`src/rtl/sram_write_scheduler.sv`:
```
// Merges the ADC pixel stream and a buffered SPI image upload onto the shared SRAM
// write port, using only cycles the pipeline leaves free; freeze applies at frame start.
module sram_write_scheduler #(
   parameter  int X_RES          = 800,
   parameter  int Y_RES          = 600,
   parameter  int SPI_FIFO_DEPTH = 16,
   parameter  int STARVE_LIMIT   = 8,
   localparam int AW             = $clog2(SPI_FIFO_DEPTH),
   localparam int LW             = AW + 1,
   localparam int SW             = $clog2(STARVE_LIMIT + 1)
) (
   input  logic          clk,
   input  logic          rst_n,
   input  logic          request_active,
   input  logic          freeze_request,
   output logic          frozen,
   input  logic [37:0]   adc_pixel_data,
   input  logic          adc_pixel_ready,
   output logic          adc_pixel_read,
   input  logic          spi_pixel_valid,
   input  logic [15:0]   spi_pixel_in,
   input  logic [10:0]   spi_pixel_x,
   input  logic [10:0]   spi_pixel_y,
   output logic          spi_ready,
   output logic          spi_overflow,
   output logic [LW-1:0] spi_level,
   output logic          wr_valid,
   output logic [19:0]   wr_addr,
   output logic [15:0]   wr_data
);

   localparam logic [10:0]   X_LIM      = 11'(X_RES);
   localparam logic [10:0]   Y_LIM      = 11'(Y_RES);
   localparam logic [LW-1:0] FULL_LVL   = LW'(SPI_FIFO_DEPTH);
   localparam logic [SW-1:0] STARVE_MAX = SW'(STARVE_LIMIT);

   logic [10:0]   adc_x_s, adc_y_s;
   logic [15:0]   adc_rgb_s;
   logic [35:0]   fifo_mem_q [SPI_FIFO_DEPTH];
   logic [35:0]   fifo_head_s;
   logic [AW-1:0] wr_ptr_q, wr_ptr_d, rd_ptr_q, rd_ptr_d;
   logic [LW-1:0] level_q, level_d;
   logic [SW-1:0] starve_q, starve_d;
   logic          ovf_q, ovf_d, frozen_q, frozen_d;
   logic          wr_valid_q, wr_valid_d;
   logic [19:0]   wr_addr_q, wr_addr_d;
   logic [15:0]   wr_data_q, wr_data_d;
   logic          free_s, spi_ne_s, full_s, grant_spi_s, grant_adc_s;
   logic          frame_start_s, frozen_eff_s, adc_wr_s, spi_in_range_s, push_s;

   assign {adc_x_s, adc_y_s, adc_rgb_s} = adc_pixel_data;

   assign free_s         = !request_active;
   assign spi_ne_s       = (level_q != {LW{1'b0}});
   assign full_s         = (level_q == FULL_LVL);
   assign grant_spi_s    = free_s && spi_ne_s && (!adc_pixel_ready || (starve_q == STARVE_MAX));
   assign grant_adc_s    = free_s && adc_pixel_ready && !grant_spi_s;
   assign frame_start_s  = grant_adc_s && (adc_x_s == 11'd0) && (adc_y_s == 11'd0);
   assign frozen_eff_s   = frame_start_s ? freeze_request : frozen_q;
   assign adc_wr_s       = grant_adc_s && !frozen_eff_s && (adc_x_s < X_LIM) && (adc_y_s < Y_LIM);
   assign spi_in_range_s = (spi_pixel_x < X_LIM) && (spi_pixel_y < Y_LIM);
   assign push_s         = spi_pixel_valid && !full_s && spi_in_range_s;
   assign fifo_head_s    = fifo_mem_q[rd_ptr_q];

   // The pop strobe is combinational, so it is also masked while reset is held.
   assign adc_pixel_read = grant_adc_s && rst_n;
   assign spi_ready      = !full_s;
   assign spi_overflow   = ovf_q;
   assign spi_level      = level_q;
   assign frozen         = frozen_q;
   assign wr_valid       = wr_valid_q;
   assign wr_addr        = wr_addr_q;
   assign wr_data        = wr_data_q;

   // Next-state for FIFO bookkeeping, starvation counter, freeze and write port.
   always_comb begin
      wr_ptr_d   = wr_ptr_q;
      rd_ptr_d   = rd_ptr_q;
      level_d    = level_q;
      starve_d   = starve_q;
      ovf_d      = ovf_q;
      frozen_d   = frozen_q;
      wr_valid_d = 1'b0;
      wr_addr_d  = wr_addr_q;
      wr_data_d  = wr_data_q;

      if (push_s) begin
         wr_ptr_d = wr_ptr_q + AW'(1);
      end else begin
         wr_ptr_d = wr_ptr_q;
      end
      if (grant_spi_s) begin
         rd_ptr_d = rd_ptr_q + AW'(1);
      end else begin
         rd_ptr_d = rd_ptr_q;
      end
      case ({push_s, grant_spi_s})
         2'b10:   level_d = level_q + LW'(1);
         2'b01:   level_d = level_q - LW'(1);
         default: level_d = level_q;
      endcase

      if (spi_pixel_valid && full_s) begin
         ovf_d = 1'b1;
      end else begin
         ovf_d = ovf_q;
      end

      if (!spi_ne_s || grant_spi_s) begin
         starve_d = {SW{1'b0}};
      end else if (grant_adc_s && (starve_q != STARVE_MAX)) begin
         starve_d = starve_q + SW'(1);
      end else begin
         starve_d = starve_q;
      end

      if (frame_start_s) begin
         frozen_d = freeze_request;
      end else begin
         frozen_d = frozen_q;
      end

      if (grant_spi_s) begin
         wr_valid_d = 1'b1;
         wr_addr_d  = fifo_head_s[35:16];
         wr_data_d  = fifo_head_s[15:0];
      end else if (adc_wr_s) begin
         wr_valid_d = 1'b1;
         wr_addr_d  = {adc_x_s[9:0], adc_y_s[9:0]};
         wr_data_d  = adc_rgb_s;
      end else begin
         wr_valid_d = 1'b0;
      end
   end

   // State registers; reset empties the FIFO by clearing its pointers and level.
   always_ff @(posedge clk or negedge rst_n) begin
      if (!rst_n) begin
         wr_ptr_q   <= {AW{1'b0}};
         rd_ptr_q   <= {AW{1'b0}};
         level_q    <= {LW{1'b0}};
         starve_q   <= {SW{1'b0}};
         ovf_q      <= 1'b0;
         frozen_q   <= 1'b0;
         wr_valid_q <= 1'b0;
         wr_addr_q  <= 20'd0;
         wr_data_q  <= 16'd0;
      end else begin
         wr_ptr_q   <= wr_ptr_d;
         rd_ptr_q   <= rd_ptr_d;
         level_q    <= level_d;
         starve_q   <= starve_d;
         ovf_q      <= ovf_d;
         frozen_q   <= frozen_d;
         wr_valid_q <= wr_valid_d;
         wr_addr_q  <= wr_addr_d;
         wr_data_q  <= wr_data_d;
      end
   end

   // FIFO storage holds only the stored address bits and colour.
   always_ff @(posedge clk) begin
      if (push_s) begin
         fifo_mem_q[wr_ptr_q] <= {spi_pixel_x[9:0], spi_pixel_y[9:0], spi_pixel_in};
      end
   end

endmodule

```
`config.mk`:
```
export PLATFORM = sky130hd
export DESIGN_NAME = sram_write_scheduler
export DESIGN_NICKNAME = d
export VERILOG_FILES = /design/src/rtl/sram_write_scheduler.sv
export SDC_FILE = /design/constraint.sdc
export NUM_CORES = 1
export LEC_CHECK = 0
export ABC_AREA = 1
export CAP_MARGIN = 25
export CORE_MARGIN = 2
export CORE_UTILIZATION = 44
export CTS_CLUSTER_DIAMETER = 40
export DETAILED_ROUTE_END_ITERATION = 10
export SETUP_SLACK_MARGIN = 0.05
export SLEW_MARGIN = 20
export SYNTH_ARGS = -nofsm -noshare
export SYNTH_HDL_FRONTEND = slang
export SYNTH_SLANG_ARGS = --single-unit
```
`constraint.sdc`:
```
create_clock -name clk -period 7.95 [get_ports clk]
set_input_delay 1.59 -clock clk [delete_from_list [all_inputs] [get_ports clk]]
set_output_delay 1.59 -clock clk [all_outputs]
set_load 0.01 [all_outputs]
```
After elaboration in Yosys (flattened, before gate mapping)

Memory sizes are Yosys's and may differ from the RTL's.
Index checks and enable logic that the tools add are counted.

Flip-flop bits (word level): 56
Memory bits (writable): 576
Input bits: 82
Logic and storage cells: 65
Memories: 1

Add/subtract/negate cells: 5
$lt $le $gt $ge: 4
Equal/unequal tests: 5
Muxes and demuxes: 12
Reductions and logical operators: 29

Memories:

| memory     | depth | bits a word | read ports | clocked after memory_dff | write ports | RTL line | RTL |
|---|---|---|---|---|---|---|---|
| fifo_mem_q | 16    | 36          | 1          | 0                        | 1           | 39       | `logic [35:0] fifo_mem_q [SPI_FIFO_DEPTH];` |

Operators by type and width:

| operator                                                                       | count |
|---|---|
| 11-bit by 10-bit less-than comparator with 1-bit output, second input constant | 4 |
| 20-bit 2-to-1 mux                                                              | 2 |
| 16-bit 2-to-1 mux                                                              | 2 |
| 11-bit zero test                                                               | 2 |
| 1-bit logical AND                                                              | 15 |
| 4-bit by 1-bit adder with 4-bit output, second input constant                  | 3 |
| 5-bit case mux with 2 select lines                                             | 1 |
| 4-bit 2-to-1 mux                                                               | 2 |
| 1-bit zero test                                                                | 6 |
| 2-bit nonzero test                                                             | 3 |
| 5-bit by 1-bit adder with 5-bit output, second input constant                  | 1 |
| 5-bit equality test, second input constant                                     | 1 |
| 1-bit 2-to-1 mux                                                               | 5 |
| 5-bit nonzero test                                                             | 1 |
| 5-bit by 1-bit subtractor with 5-bit output, second input constant             | 1 |
| 4-bit equality test, second input constant                                     | 1 |
| 4-bit != test, second input constant                                           | 1 |
| 2-bit by 1-bit equality test with 1-bit output, second input constant          | 1 |
| 2-bit equality test, second input constant                                     | 1 |
| 1-bit logical OR                                                               | 2 |

Depth between registers and ports, before layout

Gate-level depths: netlist of run 1.

Word-level depth: 14
Mapped depth: 18
Gate-level depth less buffers: 17

Worst setup path after synthesis of run 1

OpenSTA, ideal clock, no wires.

Path kind: input port to flip-flop
Start point: input spi_pixel_y[4]
End point: memory fifo_mem_q[7][0] (enable)
Library setup time: 0.474 ns
Arrival time: 4.817 ns
Required time: 7.476 ns
Setup slack: 2.658 ns
Cell stages on the path: 7
Cell sequence: a21oi_1 -> nor2_1 -> o31ai_1 -> nand2_1 -> clkinv_1 -> nand2_1 -> nor3_1

Word-level cells in the longest chain between the ends: 5

Ends and longest elaborated chain:

| element                                                 | RTL line | RTL |
|---|---|---|
| from (decl)                                             | 23       | `input logic [10:0] spi_pixel_y,` |
| 11-bit by 10-bit less-than comparator with 1-bit output | 61       | `assign spi_in_range_s = (spi_pixel_x < X_LIM) && (spi_pixel_y < Y_LIM);` |
| 1-bit logical AND                                       | 61       |  |
| 1-bit logical AND                                       | 62       | `assign push_s = spi_pixel_valid && !full_s && spi_in_range_s;` |
| 1-bit 2-to-1 mux                                        | 163      | `if (push_s) begin` |
| 1-bit 2-to-1 mux (not written as such)                  | 164      | `fifo_mem_q[wr_ptr_q] <= {spi_pixel_x[9:0], spi_pixel_y[9:0], spi_pixel_in};` |
| to (decl)                                               | 39       |  |

Every way passes these cells.

Worst setup path in the final report of run 1

Start point: input request_active
End point: output adc_pixel_read

Word-level cells in the longest chain between the ends: 6
Elaborated cells on any way between the ends: 7

Ends and longest elaborated chain:

| element                         | RTL line | RTL |
|---|---|---|
| from (decl)                     | 14       | `input logic request_active,` |
| 1-bit zero test *               | 53       | `assign free_s = !request_active;` |
| 1-bit logical AND (2 in series) | 56       | `assign grant_spi_s = free_s && spi_ne_s && (!adc_pixel_ready \|\| (starve_q == STARVE_MAX));` |
| 1-bit zero test                 | 57       | `assign grant_adc_s = free_s && adc_pixel_ready && !grant_spi_s;` |
| 1-bit logical AND *             | 57       |  |
| 1-bit logical AND *             | 66       | `assign adc_pixel_read = grant_adc_s && rst_n;` |
| to (decl)                       | 19       | `output logic adc_pixel_read,` |

Mark *: on every way between the ends. The rest lies on a longest branch, timed or not.

==> results of run 1 <==
## worst max-delay path, delay by kind of cell
family	cells	cell delay (ns)
buf+inv	3	1.11
simple gates	3	1.05
## stage by stage
stage | std cells | setup slack, ns
finish | 3244 | 2.61
CTS | 3243 | 2.60
floorplan | 2282 | 2.66
global route | 3243 | 2.45
detailed placement | 3075 | 2.35
global placement | 3073 | 2.40
## kinds of logic (layout without fill, tap and decap cells)
logic type / count (synthesis) / in the layout / share of synthesized area [%]
AO/OA/AOI/OAI: 371 / 371 / 7.46
AND/OR/NAND/NOR: 1056 / 1056 / 16.5
adder cells (fa/ha/maj): 11 / 11 / 0.529
other: 0 / 1 / 0
flip-flops: 632 / 632 / 71.8
buffers and inverters: 201 / 389 / 3.31
XOR/XNOR: 11 / 11 / 0.370
## per-layer routing
metal  up-vias  share of wire [%]  track usage [%]
li1       8204                  -                -
met1      8525                 45             31.4
met2       576                 46             34.6
met3       106                7.6             4.58
met4         4                2.0             6.59
met5         -              0.040                0
## flip-flops by register name, indices dropped and copies added, names as in the netlist
name,count
wr_data,16
wr_ptr_q,4
spi_overflow,1
spi_level,5
rd_ptr_q,4
fifo_mem_q,576
wr_valid,1
frozen,1
wr_addr,20
starve_q,4
## layout by cell type, fill, tap and decap left out, drive strengths merged, types with 29 or more instances in the layout
cell / count
o21ai: 297
clkdlybuf4s50: 126
a21oi: 41
buf: 29
edfxtp: 576
nand2: 293
clkbuf: 98
inv: 77
dfrtp: 56
clkinv: 40
nor2: 554
nand3: 204
## worst paths after layout
check | cells after the start | end | from | slack [ns]
worst min-delay path | 1 | spi_overflow$_DFFE_PN0P_ | spi_overflow$_DFFE_PN0P_ | 0.48
worst max-delay path | 6 | adc_pixel_read | request_active | 2.61
worst max register to register | 11 | wr_data[9]$_DFFE_PN0P_ | rd_ptr_q[1]$_DFFE_PN0N_ | 4.14
max in group asynchronous | 2 | rd_ptr_q[0]$_DFFE_PN0N_ | rst_n | 6.24
worst min register to register | 1 | spi_overflow$_DFFE_PN0P_ | spi_overflow$_DFFE_PN0P_ | 0.48
min in group asynchronous | 2 | wr_data[0]$_DFFE_PN0P_ | rst_n | 1.11
## power breakdown
| group | total, W | internal [W] | switching [W] |
|---|---|---|---|
| Combinational | 0.00321 | 0.000993 | 0.00221 |
| Clock | 0.00418 | 0.00262 | 0.00156 |
| Sequential | 0.00401 | 0.00378 | 0.000231 |
| Total | 0.0114 | 0.00739 | 0.00401 |
## cell type report
cell class              instances  share of cell area, %
flip-flops and latches        632                   59.8
clock buffers                  98                   7.57
repair buffers                155                   4.87
inverters                      66                  0.820
diodes                          1                0.00800
multi-input cells            1449                   21.1
clock inverters                70                   2.73
well taps                     773                   3.09
==> impl.org, run 1 <==
** Power and ir drop
- For this design the static power due to leakage is 11.2 nW.
- Total power for the finished layout comes to 0.0114 W.
- Total power divided by cell area :: 365 mW/mm^2
- Peak supply drop :: 0.281 mV

** Placement
- At the end of routability-driven placement, the weighted congestion stood at 0.853.
- Half-perimeter wire length after detailed placement :: 38.1 mm
- Input and output buffers added on the ports amount to 127.
- After detailed placement, the total cell area comes to 0.0280 mm^2.

** Routing
- Drt via density :: 5.37
- For this run, design rule violations remaining after detail routing come to 0.
- Dividing the detail-routed wire length by the instance count gives 20.7 um.
- Number of DRC markers after the initial detailed-route iteration :: 1402
- Routed wire length :: 67.2 mm
- The detail route stage leaves a number of antenna-violating nets equal to 0.
- Detailed routing inserted a total of 17.4k vias.
- Pre-Repair DR Iteration Count :: 5

** Timing
- Final-report max-slew violation count :: 0
- RSZ-0062 raised after global routing :: false
- Max Fclk :: 0.187 GHz
- Measured against its own limit, the worst slew margin works out to 30.5%.
- Pin slew with the least headroom to its limit :: 1.04 ns
- Total negative slack :: 0 ns
- Part of the cycle the worst path needs :: 67.2%
- Setup violations remaining at the end of the flow were counted as 0.
- Final critical path time including I/O delays and setup :: 5.34 ns
- Hold timing on the final database bottoms out at a slack of 0.485 ns.
- Hold violation count in the final report :: 0
- Across the routed clock network, the largest skew measured is 0.0362 ns.

** Floorplanning
- # IOs :: 128
- Die area :: 0.0611 mm^2
- For this configuration, the core starts out at a cell density of 44.3%.
- X dimension of the die :: 247 um
- Core area :: 0.0588 mm^2
- Cell row count :: 89
- Die Ht :: 247 um

** Final layout
- The net count of the finished layout is 2489.
- Synth-to-Final Area Change :: 20.1%
- The multi-input combinational cells in the finished layout cover a total of 0.00659 mm^2.
- After filler insertion, the fill cell instance count of the layout stands at 4966.
- Cells with a size suffix above 1 make up 8.79% of the layout.
- Final standard cell utilization of the core :: 53.2%
- After routing the design area is 0.0313 mm^2.
- FF+latch area :: 0.0187 mm^2

** Clock network
- TritonCTS built the clock tree.
- CTS hold repair buffers :: 0
- Number of gates resized after cts :: 0
- The tree is rooted in a clkbuf_16.
- The H-tree generated during clock tree synthesis spans 3 levels.
- The longest clock path from root to sink contains 3 buffers.
- Clock-pin slew was measured on the worst setup and hold paths at 0.05 ns.
- The clock drives 632 sinks.
- Clock insertion delay at the later pin of the skew report :: 0.64 ns
- Buffer count from post-CTS setup fixing :: 0
- TritonCTS created 92 clock buffers.

** Critical path
- Max FO, Critical Path :: 78
- The worst setup path is captured at a primary output.
- Crit path arrival time :: 3.75 ns
- The worst setup path is of the primary input to primary output kind.
- For the worst setup path, the data required time is 6.36 ns.
- Cell with the largest stage delay on the worst path :: nand3_4
- STA classifies the critical path startpoint as a primary input.
- Cells along the critical path :: clkdlybuf4s50_1 -> inv_1 -> nand3_4 -> nand2_4 -> nor2_1 -> clkdlybuf4s50_1
- Among the stages of the critical path, the cell type that occurs most often is clkdlybuf4s50_1.
- On the worst path, the slowest cell contributes a delay of 0.67 ns.

** Flow run
- Across the run, the number of max-cap violations was 0.

** Logic synthesis
- Fraction of synthesized cell area taken by the top area cell type :: 66.4%
- Syn Std Cell Area :: 0.0260 mm^2
- Number of synthesized flops with an enable pin :: 576
- Of all flip-flops after synthesis, the portion carrying an async set or reset was 8.86%.
- Cell type with the highest aggregate area in the netlist :: edfxtp_1
- The number of nets handed over by synthesis was 2375.
- Largest cells by area after synthesis :: edfxtp_1, nor2_1, dfrtp_1
- Synthesis inferred 632 register bits.
- The netlist uses 35 different library cells.
- Synthesized instance count :: 2282
- The average instance in the mapped netlist occupies 11.4 um^2.
- Top FF cell, synth :: edfxtp_1
- Fraction of the yosys area taken by sequential cells :: 71.8%
- By count the netlist is led by edfxtp_1, nor2_1, nand2_1, o21ai_0, nand3_1.
- The Yosys step of the flow raised 0 warnings.
- edfxtp_1 is the most common cell in the netlist.

** Global route
- After global routing the overflow that remains totals 0.
- Initial antenna violation count :: 6
- Global routing used 22.1% of the available tracks.
- Entering global routing, the biggest net connects 184 pins.
- The via count of the first global-routing pass came to 16.8k.
- First-pass GRT wire length :: 102 mm

** Run status
- The run finished with clean final reports.

** Min path
- In this run the worst hold path is classified as flop to flop.
(Power assumes the default switching activity.)
==> run 2: changes to the inputs <==
==> constraint.sdc (replaced) <==
create_clock -name clk -period 4.9 [get_ports clk]
set_input_delay 0.98 -clock clk [delete_from_list [all_inputs] [get_ports clk]]
set_output_delay 0.98 -clock clk [all_outputs]
set_load 0.01 [all_outputs]
==> run 2 against run 1 <==
Net effect:
- clock skew fell by 0.012 ns
- non-clock buffer count up 31
- power increased by 63%
- register-to-register slack worse by 2.3 ns
- flip-flop and latch count did not move
- die area is the same
==> impl.org, run 2 (synthesis gave the netlist of run 1 again) <==
** Run status
- Outcome :: completed

** Power and ir drop
- Peak supply drop :: 0.347 mV (+24%)
- Leakage :: 11.4 nW (+1.3%)
- The areal power density over the cells was 589 mW/mm^2 (+61%).

** Clock network
- Clock net sink count :: 632 (unchanged)
- TritonCTS built the clock tree.
- The number of resized instances in the post-cts repair step was 0 (unchanged).
- CTS placed an instance of clkbuf_16 at the clock tree root.
- The largest buffer count on any clock path is 3 (unchanged).
- The hold buffer count at cts is 0 (unchanged).
- Total clock buffers created by CTS :: 95 (+3.3%)
- The CTS H-tree depth was 3 (unchanged).
- Buffer count from post-CTS setup fixing :: 0 (unchanged)
- The clock transition at the registers of the reported paths is 0.05 ns (about the same).
- The insertion delay to the later sink of the worst-skew pair was 0.64 ns (about the same).

** Final layout
- The final instance area was 0.0316 mm^2 (+0.95%).
- The flip-flop count of the largest register after layout is 576 (unchanged).
- The final standard cell utilization of the core was 53.7% (+0.50 points).
- The final-layout fill cell count is 4982 (+0.32%).
- Commonest non-fill, non-tap cell in the layout :: edfxtp_1
- Leaving out fill and tap cells, the most frequent cells in the layout are edfxtp_1, nor2_1, nand2_1.
- The antenna diode instance count was 0 (-1).
- The area occupied by multi-input gates was 0.00659 mm^2 (unchanged).
- Most flops, register :: fifo_mem_q
- Synth-to-Final Area Change :: 21.2%
- The fraction of final layout cells sized beyond drive strength 1 came to 10.2% (+1.4 points).
- FF+latch area :: 0.0187 mm^2 (unchanged)
- The layout net count was 2523 (+1.4%).

** Critical path
- Bufs and invs on worst path :: 3 (unchanged)
- Worst setup path start :: request_active
- Max FO, Critical Path :: 5 (-94%)
- The data required time of the worst path came to 3.92 ns (-2.44 ns).
- The most numerous cell type found on the critical path is clkdlybuf4s50_1.
- The worst register-to-register path begins at rd_ptr_q[0]$_DFFE_PN0N_.
- STA classifies the critical path endpoint as a primary output.
- Critical path's largest stage delay :: 0.56 ns (-0.11 ns)
- The largest individual stage delay along the critical path comes from the cell clkdlybuf4s50_1.
- Largest delay share family, worst path :: buffers and inverters
- The worst setup path is of the primary input to primary output kind.
- Kind of launch point of the worst setup path :: primary input
- The arrival time at the worst endpoint came to 2.48 ns (-1.27 ns).
- Total stage count of the critical path :: 6 (unchanged)
- Cells along the critical path :: clkdlybuf4s50_1 -> inv_1 -> nand3_4 -> nand2_4 -> nor2_1 -> clkdlybuf4s50_1
- Worst Reg-to-Reg Cells :: 11 (unchanged)

** Timing
- Number of setup violations in the final report :: 0 (unchanged)
- The slack of the critical path is 1.44 ns (-1.16 ns).
- The total negative slack is 0 ns (unchanged).
- Hold violation count in the final report :: 0 (unchanged)
- Part of the cycle the worst path needs :: 70.6%
- The remaining max-slew budget at the tightest pin came to 39.1% (+8.6 points).
- RSZ-0062 raised after global routing :: false
- The transition time at the pin with the least slew margin came to 0.911 ns (-0.132 ns).
- The max-slew violation count is 0 (unchanged).
- The largest clock skew in the final design is 0.0241 ns (-0.0121 ns).
- Final critical path time including I/O delays and setup :: 3.46 ns
- Timing would allow up to 0.289 GHz.

** Global route
- Total overflow reported by the global router :: 0 (unchanged)
- The number of antenna violations at the first check in global routing came to 1 (-5).
- The global-route wire length before repair is 104 mm (+2.4%).
- Pin count of the biggest net entering global routing :: 174 (-5.4%)
- The via count of the first global-routing pass came to 17.0k (+1.3%).
- The total track usage is 22.6% (+0.43 points).

** Routing
- Number of DRC markers after the initial detailed-route iteration :: 1643 (+17%)
- The post-detailed-route wirelength per cell is 20.9 um (+0.81%).
- The vias per cell came to 5.36 (-0.20%).
- Via count :: 17.6k (+1.0%)
- Routed wire length :: 68.6 mm (+2.1%)
- Routed Antenna Nets :: 0 (unchanged)
- Pre-Repair DR Iteration Count :: 5 (unchanged)
- Count of unresolved DRC violations after routing :: 0 (unchanged)

** Floorplanning
- Core area :: 0.0588 mm^2 (unchanged)
- The starting utilization of the core area came to 44.3% (unchanged).
- The I/O pin count came to 128 (unchanged).
- Cell row count :: 89 (unchanged)
- The die area came to 0.0611 mm^2 (unchanged).
- The die height is 247 um (unchanged).
- The die outline width was 247 um (unchanged).

** Min path
- The cell depth of the worst min-delay path came to 1 (unchanged).
- The worst hold path begins at spi_overflow$_DFFE_PN0P_.
- Worst min-delay path class :: flop to flop

** Placement
- The routability congestion estimate from global placement was 0.859 (+0.74%).
- The instance area after placement came to 0.0283 mm^2 (+1.1%).
- Setup WS pre-CTS :: 0.783 ns (-1.56 ns)
- The count of port buffers added during placement was 127 (unchanged).
- Half-perimeter wire length after detailed placement :: 39.8 mm (+4.5%)

** Flow run
- Max-cap viol count :: 0 (unchanged)
==> run 2: layout make-up <==
cell class / instances / share of cell area (%)
sequential: 632 / 59.3
multi-input combinational: 1449 / 20.9
clock buffer: 104 / 7.67
timing repair buffer: 186 / 5.77
tap: 773 / 3.06
clock inverter: 74 / 2.53
inverter: 66 / 0.813
==> run 2: routing by layer <==
metal,up-vias,wire (um),GRT usage (%)
met5,-,13,0
met4,2,1030,5.94
met3,84,5390,4.53
met2,631,32000,35.9
met1,8604,30200,31.8
li1,8274,-,-
==> run 2: where the power goes <==
group / internal, W / switching, W
Combinational: 0.00168 / 0.00372
Sequential: 0.00613 / 0.000284
Clock: 0.00417 / 0.00259
Total: 0.0120 / 0.00660
==> run 2: per-stage QoR <==
step	hold slack [ns]	total power [W]	std cells
floorplan	0.468	0.00980	2282
global placement	0.470	0.0118	3106
detailed placement	0.483	0.0119	3106
CTS	0.499	0.0187	3284
global route	0.532	0.0195	3284
finish	0.488	0.0186	3284
==> run 2: worst reg2reg max path, cell delays in order, from the launching register on <==
cell,delay (ns)
dfrtp_4,0.81
buf_12,0.56
nor2_1,0.34
nor2_1,0.11
o21ai_0,0.10
nand3_1,0.15
nand3_1,0.23
nand2_1,0.35
nand2_1,0.12
nand2_1,0.07
nand2_1,0.06
nand2_1,0.06
==> run 2: final timing paths <==
path,end,slack [ns]
max reg2reg,wr_data[13]$_DFFE_PN0P_,1.86
max in group asynchronous,rd_ptr_q[0]$_DFFE_PN0N_,3.79
min in group asynchronous,wr_data[4]$_DFFE_PN0P_,0.51
max,adc_pixel_read,1.44
min reg2reg,spi_overflow$_DFFE_PN0P_,0.49
min,spi_overflow$_DFFE_PN0P_,0.49
==> run 3: changes to the inputs <==
==> constraint.sdc (replaced) <==
create_clock -name clk -period 3.24 [get_ports clk]
set_input_delay 0.648 -clock clk [delete_from_list [all_inputs] [get_ports clk]]
set_output_delay 0.648 -clock clk [all_outputs]
set_load 0.01 [all_outputs]
==> run 3 against run 2 <==
Net effect:
- power grew 45%
- cell count grew 0.18%
- wire length barely moved
- via count up 0.76%
- non-clock buffer count is 34 higher
- first-iteration DRC count up 13%
- critical path depth is 2 higher
- clock power increased by 32%
==> impl.org, run 3 (synthesis gave the netlist of run 1 again) <==
** Run status
- The run finished with clean final reports.

** Critical path
- Cell with the largest stage delay on the worst path :: clkdlybuf4s50_1
- The worst register-to-register path ends at spi_level[3]$_DFFE_PN0P_.
- Walking the worst path, the cells encountered are inv_1 -> ha_1 -> nand3_1 -> nand2_1 -> nand3_4 -> nand2_4 -> nor2_1 -> clkdlybuf4s50_1.
- The delay of the slowest critical-path stage is 0.54 ns (-0.02 ns).
- Required @ worst endpoint :: 2.59 ns (-1.33 ns)
- The critical path is of the flop to primary output type.
- Kind of launch point of the worst setup path :: flop
- The total buffers and inverters traversed by the critical path was 2 (-1).
- Endpoint type of the worst setup path :: primary output
- Launch point of the worst reg-to-reg path :: starve_q[0]$_DFFE_PN0P_
- The arrival time at the worst endpoint is 2.25 ns (-0.23 ns).
- Worst Reg-to-Reg Cells :: 14 (+3)
- Largest delay share family, worst path :: buffers and inverters
- The critical-path maximum fanout was 5 (unchanged).
- Worst R2R Setup Slack :: 0.71 ns (-1.15 ns)

** Clock network
- Number of gates resized after cts :: 0 (unchanged)
- Clock edge transition at the registers on the reported setup and hold paths :: 0.05 ns (about the same)
- Clock insertion delay at the later pin of the skew report :: 0.61 ns (-0.03 ns)
- TritonCTS built the clock tree.
- CTS hold repair buffers :: 0 (unchanged)
- The number of buffers inserted during clock tree synthesis was 81 (-15%).
- Clock net sink count :: 632 (unchanged)
- Clock tree buffer depth :: 3 (unchanged)
- H-tree depth reported by CTS :: 3 (unchanged)
- The post-CTS setup buffer count came to 0 (unchanged).
- The cell sitting at the root of the clock tree is a clkbuf_16.

** Final layout
- Share of post-route cells with drive strength above 1 :: 10.3% (+0.10 points)
- Net total in the final layout :: 2543 (+0.79%)
- The final-layout fill cell count is 4989 (+0.14%).
- Leading cell types in the layout, fill and taps excluded :: edfxtp_1, nor2_1, nand2_1
- The register with the most flip-flops in the final layout is fifo_mem_q.
- The final standard cell utilization of the core came to 53.9% (+0.23 points).
- Flip-flop count of the largest register, all copies and words added :: 576 (unchanged)
- Commonest non-fill, non-tap cell in the layout :: edfxtp_1
- Relative to the synthesized area, the layout overhead comes to 21.8%.

** Placement
- The placed wire-length estimate after detailed placement is 40.0 mm (+0.65%).
- The count of port buffers added during placement was 127 (unchanged).
- The routability congestion estimate from global placement came to 0.870 (+1.3%).

** Power and ir drop
- Total power divided by cell area :: 848 mW/mm^2 (+44%)
- The static leakage was 11.4 nW (+0.30%).
- The worst ir drop on vdd was 0.663 mV (+91%).

** Floorplanning
- The die outline width is 247 um (unchanged).
- The starting utilization of the core area came to 44.3% (unchanged).
- The die area came to 0.0611 mm^2 (unchanged).
- Cell row count :: 89 (unchanged)
- Core area :: 0.0588 mm^2 (unchanged)
- Die Ht :: 247 um (unchanged)
- # IOs :: 128 (unchanged)

** Timing
- Final critical path time including I/O delays and setup :: 2.90 ns
- Timing would allow up to 0.345 GHz.
- The transition time at the pin with the least slew margin came to 0.768 ns (-0.143 ns).
- The remaining max-slew budget at the tightest pin is 48.8% (+9.7 points).
- The total negative slack came to 0 ns (unchanged).
- Hold violation count in the final report :: 0 (unchanged)
- Part of the cycle the worst path needs :: 89.4%
- Worst hold slack after final layout :: 0.206 ns (-0.282 ns)
- Final-report max-slew violation count :: 0 (unchanged)
- Number of setup violations in the final report :: 0 (unchanged)
- The largest clock skew in the final design came to 0.0258 ns (+0.00174 ns).
- RSZ-0062 raised after global routing :: false

** Global route
- Number of global-route vias before repair :: 17.2k (+0.78%)
- The largest net degree at the start of global routing was 137 (-21%).
- The global-route wire length before repair is 104 mm (-0.32%).
- Total global-route track usage :: 22.6% (+0.054 points)
- The final global-route overflow total was 0 (unchanged).
- Initial antenna violation count :: 4 (+3)

** Routing
- Routed wire length :: 68.6 mm (about the same)
- Drt via density :: 5.39 (+0.58%)
- Routed Antenna Nets :: 0 (unchanged)
- The detailed-routing iteration count for the pre-antenna-repair pass came to 5 (unchanged).
- The total vias in the final route is 17.7k (+0.76%).
- Average routed wire per standard cell :: 20.8 um (-0.22%)
- Number of DRC markers after the initial detailed-route iteration :: 1852 (+13%)
- The number of remaining DRC errors was 0 (unchanged).

** Flow run
- The count of max-cap constraint violations is 0 (unchanged).

** Min path
- Worst min-delay path class :: primary input to asynchronous set/reset pin
run 3: final cells by class:
class                   instances  area, um^2  share of cell area (%)
repair buffers                220        2480                    7.82
multi-input cells            1449        6590                    20.8
clock inverters                59         628                    1.98
diodes                          2        5.00                  0.0158
well taps                     773         967                    3.05
clock buffers                  89        2060                    6.49
flip-flops and latches        632       18700                    59.0
inverters                      66         256                   0.809
run 3: routing by layer:
layer  vias to the layer above  track usage (%)  wire length [um]
li1                       8289                -                 -
met1                      8663             31.9             29900
met2                       677             35.9             32200
met3                        98             4.60              5350
met4                         2             5.97              1180
met5                         -                0                13
run 3: per-stage QoR:
step	setup WS [ns]	std cells	power (W)	area, um^2
floorplan	-0.130	2282	0.0148	26100
global placement	-0.142	3140	0.0180	29000
detailed placement	-0.0569	3140	0.0181	29000
CTS	0.288	3288	0.0270	31700
global route	0.225	3288	0.0283	31700
finish	0.344	3290	0.0269	31700
run 3: worst max-delay path by stage:
stage | cells past startpoint | startpoint | slack [ns] | end
final | 8 | starve_q[0]$_DFFE_PN0P_ | 0.34 | adc_pixel_read
after global routing | 8 | starve_q[0]$_DFFE_PN0P_ | 0.22 | adc_pixel_read
after CTS | 8 | starve_q[0]$_DFFE_PN0P_ | 0.29 | adc_pixel_read
after detailed placement | 17 | spi_pixel_y[4] | -0.06 | spi_level[4]$_DFFE_PN0P_
after global placement | 17 | spi_pixel_y[4] | -0.14 | spi_level[4]$_DFFE_PN0P_
after floorplan | 7 | spi_pixel_y[4] | -0.13 | fifo_mem_q[11][0]$_DFFE_PP_
run 3: where the power goes:
group	switching, W	internal, W
combinational	0.00573	0.00273
sequential	0.000272	0.00927
clock	0.00352	0.00538
